### config.mk
export PLATFORM = sky130hd
export DESIGN_NAME = timer_countdown
export DESIGN_NICKNAME = d
export VERILOG_FILES = /design/src/rtl/timer_countdown.sv
export SDC_FILE = /design/constraint.sdc
export NUM_CORES = 1
export LEC_CHECK = 0
export ABC_CLOCK_PERIOD_IN_PS = 5290
export CORE_MARGIN = 2
export CORE_UTILIZATION = 50
export DETAILED_ROUTE_END_ITERATION = 8
export PLACE_DENSITY = 0.79
export SLEW_MARGIN = 20
export SYNTH_ARGS = -nofsm -noshare
export SYNTH_HDL_FRONTEND = slang
export SYNTH_SLANG_ARGS = --single-unit
export TNS_END_PERCENT = 5
### constraint.sdc
create_clock -name clock -period 5.29 [get_ports clock]
set_clock_uncertainty 0.2 [all_clocks]
set_input_delay 1.058 -clock clock [delete_from_list [all_inputs] [get_ports clock]]
set_output_delay 1.058 -clock clock [all_outputs]
set_load 0.005 [all_outputs]
### src/rtl/timer_countdown.sv
// timer_countdown: microwave MM:SS BCD cook-time entry register and 1 Hz down-counter.
// Ports: clock/clearn, D/loadn digit entry, pgt_1Hz tick, countn enable, BCD digits, zero, done.
module timer_countdown #(
    parameter logic [3:0] SEC_TENS_RELOAD = 4'd5,
    parameter logic       TICK_EDGE_RESET = 1'b1
) (
    input  logic       clock,
    input  logic       clearn,
    input  logic [3:0] D,
    input  logic       loadn,
    input  logic       pgt_1Hz,
    input  logic       countn,
    output logic [3:0] min_tens,
    output logic [3:0] min_ones,
    output logic [3:0] sec_tens,
    output logic [3:0] sec_ones,
    output logic       zero,
    output logic       done
);

    logic       loadn_q;
    logic       pgt_q;
    logic       done_q;
    logic [3:0] mt_q, mo_q, st_q, so_q;
    logic [3:0] mt_d, mo_d, st_d, so_d;
    logic       done_d;
    logic       load_evt;
    logic       tick_evt;

    assign load_evt = !loadn && loadn_q;
    assign tick_evt = pgt_1Hz && !pgt_q;

    assign zero     = ~|{mt_q, mo_q, st_q, so_q};
    assign done     = done_q;
    assign min_tens = mt_q;
    assign min_ones = mo_q;
    assign sec_tens = st_q;
    assign sec_ones = so_q;

    always_comb begin
        mt_d   = mt_q;
        mo_d   = mo_q;
        st_d   = st_q;
        so_d   = so_q;
        done_d = 1'b0;
        if (load_evt && countn) begin
            // out-of-range keys are swallowed
            if (D <= 4'd9) begin
                mt_d = mo_q;
                mo_d = st_q;
                st_d = so_q;
                so_d = D;
            end
        end else if (tick_evt && !countn && !zero) begin
            if (so_q != 4'd0) begin
                so_d = so_q - 4'd1;
            end else begin
                so_d = 4'd9;
                if (st_q != 4'd0) begin
                    st_d = st_q - 4'd1;
                end else begin
                    st_d = SEC_TENS_RELOAD;
                    if (mo_q != 4'd0) begin
                        mo_d = mo_q - 4'd1;
                    end else begin
                        // nonzero count guarantees min_tens > 0 here
                        mo_d = 4'd9;
                        mt_d = mt_q - 4'd1;
                    end
                end
            end
            done_d = ~|{mt_d, mo_d, st_d, so_d};
        end
    end

    always_ff @(posedge clock or negedge clearn) begin
        if (!clearn) begin
            loadn_q <= 1'b1;
            pgt_q   <= TICK_EDGE_RESET;
            done_q  <= 1'b0;
            mt_q    <= 4'd0;
            mo_q    <= 4'd0;
            st_q    <= 4'd0;
            so_q    <= 4'd0;
        end else begin
            loadn_q <= loadn;
            pgt_q   <= pgt_1Hz;
            done_q  <= done_d;
            mt_q    <= mt_d;
            mo_q    <= mo_d;
            st_q    <= st_d;
            so_q    <= so_d;
        end
    end

endmodule
# Word level (Yosys, flattened, before mapping)

Index checks and enable logic that the tools add are counted.

$add $sub $neg: 4
Magnitude comparators: 1
Eq/ne operators: 1
Mux-type cells: 31
Reductions and logical operators: 17

Operator list:

| operator                                               | number |
|---|---|
| 2-to-1 mux 4 bit                                       | 29 |
| OR reduction 16 bit                                    | 2 |
| subtractor 4 x 1 -> 4 bit (second input constant)      | 4 |
| nonzero test 4 bit                                     | 3 |
| logical AND 1 bit                                      | 5 |
| logical NOT 1 bit                                      | 5 |
| less-or-equal comparator 4 bit (second input constant) | 1 |
| 2-to-1 mux 1 bit                                       | 2 |
| != test 2 x 1 -> 1 bit (second input constant)         | 1 |
| AND reduction 2 bit                                    | 1 |
| nonzero test 2 bit                                     | 1 |

Register bits after elaboration: 19
Input bits: 9

# Logic depth before layout (Yosys ltp)

Depth after elaboration: 10
Depth in mapped cells: 8
Mapped depth without buffers: 7

# Worst setup path before layout

No wires, ideal clock.

Kind: input to register
Start: input port loadn
End: register st_q[3] (netlist: sec_tens[3])
Data arrival time: 2.165 ns
Setup time: 0.122 ns
Path buffers: 1
Path slack: 2.803 ns
Stages: 6
Path through: nand3b_1 -> nor2_1 -> a21o_1 -> buf_6 -> o21ai_0 -> a32o_1

Cells in the longest elaborated chain, start to end: 5

RTL lines:

| item                                                                          | RTL line | text |
|---|---|---|
| from (decl)                                                                   | 10       | `input logic loadn,` |
| logical NOT 1 bit (*)                                                         | 30       | `assign load_evt = !loadn && loadn_q;` |
| logical AND 1 bit (*)                                                         | 30       |  |
| logical AND 1 bit (*)                                                         | 46       | `if (load_evt && countn) begin` |
| != test 2 x 1 -> 1 bit (no source line) or nonzero test 2 bit (tied branches) | --       |  |
| AND reduction 2 bit (no source line)                                          | --       |  |
| to (signal assigned)                                                          | 91       | `st_q <= st_d;` |
| to (decl)                                                                     | 24       | `logic [3:0] mt_q, mo_q, st_q, so_q;` |

Every way passes the cells marked *; elsewhere a longest branch is shown, timed or not.
A chain may end at the register's enable or synchronous reset.

# Worst setup path after layout

Start: register mt_q[0] (netlist: min_tens[0])
End: output port zero

Cells in the longest elaborated chain, start to end: 2

RTL lines:

| item                   | RTL line | text |
|---|---|---|
| from (decl)            | 24       |  |
| from (signal assigned) | 89       | `mt_q <= mt_d;` |
| OR reduction 16 bit    | 33       | `assign zero = ~\|{mt_q, mo_q, st_q, so_q};` |
| logical NOT 1 bit      | 33       |  |
| to (decl)              | 17       | `output logic zero,` |

No other way between the ends.

==> metrics.md <==
| Metric | Value |
|---|---|
| Outcome | `complete, no violations` |
| Synth Area in Compound Gates | `~29%` |
| Die Width | `between 50 and 60 um` |
| WHS Path Cells | `1` |
| CP max FO | `7` |
| CTS Buf Count | `3` |
| Fmax achieved | `293 MHz` |
| Crit path kind | `flip-flop to primary output` |
| Worst setup path start | `min_tens[0]` |
| Power per standard cell area | `~440 nW/um^2` |
| Die height | `between 50 and 60 um` |
| Synth Net Count | `between 150 and 200` |
| Synth cell types | `44` |
| Levels on crit path | `6` |
| Clk Latency, worst-skew pair | `0.29 ns` |
| Cell mode on critical path | `inv_1` |
| Number of max-cap violations | `0` |
| Most frequent cells in the layout | `clkdlybuf4s50_1, nor2_1, dfrtp_1` |
| Commonest non-fill, non-tap cell in the layout | `clkdlybuf4s50_1` |
| WL/cell | `about 16 um` |
| Clk slew on worst S/H paths | `between 0.1 and 0.15 ns` |
| Ports | `27` |
| Fillcell total | `around 210` |
| Slowest stage delay, CP | `approximately 0.5 ns` |
| Clock Tree Root | `clkbuf_4` |
| Mux cell area share after synthesis | `0.777%` |
| Peak VDD IR | `between 0.2 and 0.3 mV` |
| Synth Warn # | `0` |
| Finish-stage setup viols | `0` |
| Worst Tran Pin Value | `0.849 ns` |
| Crit-path cells | `inv_1 -> ha_1 -> nor4b_1 -> nand4_2 -> inv_1 -> clkdlybuf4s50_1` |
| Vias in the first global route | `roughly 1.0k` |
| Nets | `178` |
| Rel. slew slack | `~43%` |
| Starting Density | `52.4%` |
| FF-to-FF Start | `loadn_q` |
| Synth Area per Inst | `about 9.0 um^2` |
| GRT Total Usage | `a little under a quarter` |
| Ys async rst share | `100%` |
| CP required | `4.03 ns` |
| R2R setup slack | `about 2.7 ns` |
| Min cycle time layout | `3.42 ns` |
| Top FF cell, synth | `dfrtp_1` |
| # diodes | `0` |
| CTS max path bufs | `2` |
| CTS Sinks | `19` |
| Setup bufs post-CTS | `0` |
| Worst-case reg-to-reg path depth | `5` |
| Htree depth | `1` |
| Final wirelength | `between 3 and 4 mm` |
| Mapped Cells | `143` |
| Mapped Area | `about 1300 um^2` |
| Layout cells sized above 1 | `10.8%` |
| Hold Slack | `roughly 0.42 ns` |
| Worst min-delay path class | `flip-flop to flip-flop` |
| Residual DRC count | `0` |
| Buffers added on ports | `26` |
| First-pass GRT wire length | `approximately 5 mm` |
| # rows | `18` |
| Core ar. | `2450 um^2` |
| R2r endpoint | `sec_tens[3]` |
| EDFF count, synth | `0` |
| RSZ-0062 raised after global routing | `no` |
| Sequential fraction of the synthesis area | `between 30% and 40%` |
| Crit path to | `zero` |
| Synthesis-to-finish area growth | `21.3%` |
| Main combinational cell family by area after synthesis | `compound AO/OA/AOI/OAI gates` |
| Die ar. | `3000 um^2` |
| Fin. max-slew vios | `0` |
| Hold-fix buffers, CTS | `0` |
| Kind of cell adding the most delay to the critical path | `buffers and inverters` |
| Final period utilization | `between 60 and 70%` |
| Type of origin of the critical path | `flip-flop` |
| Initial DRC Count | `29` |
| Post-synthesis adder-cell area fraction | `just under 2%` |
| Pre-CTS setup slack | `1.73 ns` |
| Vias per cell | `between 6 and 7` |
| Seq cells post-synth | `19` |
| Post-DP HPWL | `approximately 2.2 mm` |
| Total number of vias | `between 1k and 1.5k` |
| DRT Pass-1 Iters | `4` |
| Worst Path Arrival | `~2.2 ns` |
| Total gr overflow | `0` |
| Initial antenna violation count | `0` |
| Hold Vio Cnt, Final | `0` |
| CTS tree | `yes` |
| Hold path startpoint | `min_tens[1]` |
| Slowest cell on crit path | `clkdlybuf4s50_1` |
| CTS resizes | `0` |
| Leakage power | `0.605 nW` |
| Crit. End Element | `primary output` |
| Buf+Inv Stages, Crit Path | `3` |
| Sum Neg Setup Slack | `0 ns` |
| Pin count of the biggest net entering global routing | `23` |
| Worst setup margin | `1.87 ns` |
| Gp weighted congestion | `slightly above 0.9` |
| Antenna Violating Nets Remaining | `0` |
| Simple-gate area share of the yosys netlist | `24.7%` |
| Synth Area in XOR/XNOR | `0.680%` |
-- kinds of logic (layout without fill, tap and decap cells) --
group / after synthesis / in the layout
flops: 19 / 19
xor+xnor: 1 / 1
simple gates: 52 / 52
fa+ha+maj: 2 / 2
compound gates: 55 / 55
buf+inv: 13 / 36
mux: 1 / 1
-- synth_stat cells (4+ instances only) --
library cell | instances | area (um^2)
inv_1 | 5 | 18.8
a21oi_1 | 13 | 65.1
nand3_1 | 4 | 20.0
o21a_1 | 4 | 30.0
nor3_1 | 7 | 35.0
nor2_1 | 18 | 67.6
a31oi_1 | 5 | 31.3
dfrtp_1 | 17 | 425
o22a_1 | 5 | 43.8
o21ai_0 | 14 | 70.1
nand2_1 | 7 | 26.3
-- worst reg2reg max path, delay by kind of cell, from the launching register on --
kind / cells / cell delay, ns
DFF: 1 / 0.54
AOI/OAI and AO/OA: 3 / 0.67
and+or+nand+nor: 2 / 1.03
-- layer usage --
layer | part of all wire (%) | global-route usage [%] | vias up
li1 | - | - | 583
met5 | 0 | 0 | -
met3 | 8.3 | 3.01 | 4
met1 | 46 | 35.3 | 574
met2 | 45 | 34.1 | 58
met4 | 1.0 | 7.50 | 0
-- worst min path at each step --
stage / endpoint / slack [ns]
2_1_floorplan: min_tens[1] / 0.35
3_3_place_gp: min_tens[1] / 0.36
3_5_place_dp: min_tens[1] / 0.41
4_1_cts: min_ones[1] / 0.44
5_1_grt: min_ones[1] / 0.46
6_report: min_tens[1] / 0.42
-- sequential cells by signal (all words and copies together), names as in the netlist --
name	flops
min_tens	4
sec_tens	4
sec_ones	4
done	1
pgt_q	1
loadn_q	1
min_ones	4
-- per-stage QoR --
step	std cells	cell area [um^2]	power (mW)	util, %
4_1_cts	196	1560	0.687	63.6
2_1_floorplan	143	1290	0.463	-
6_report	196	1560	0.688	63.6
3_5_place_dp	192	1540	0.610	62.5
5_1_grt	196	1560	0.744	63.6
3_3_place_gp	192	1540	0.601	62.5
-- cell type report --
cell class              count  area, um^2  area share (%)
multi-input cells         111         733            47.0
flip-flops and latches     19         478            30.6
repair buffers             27         268            17.1
well taps                  30        37.5            2.40
clock buffers               4        26.3            1.68
inverters                   5        18.8            1.20
-- power by group --
group | internal, mW | switching, mW | total, mW | leakage, nW
Sequential | 0.196 | 0.119 | 0.316 | 0.226
Combinational | 0.171 | 0.126 | 0.298 | 0.364
Clock | 0.0293 | 0.0453 | 0.0746 | 0.0150
No activity file was read; power rests on OpenSTA's default activity.
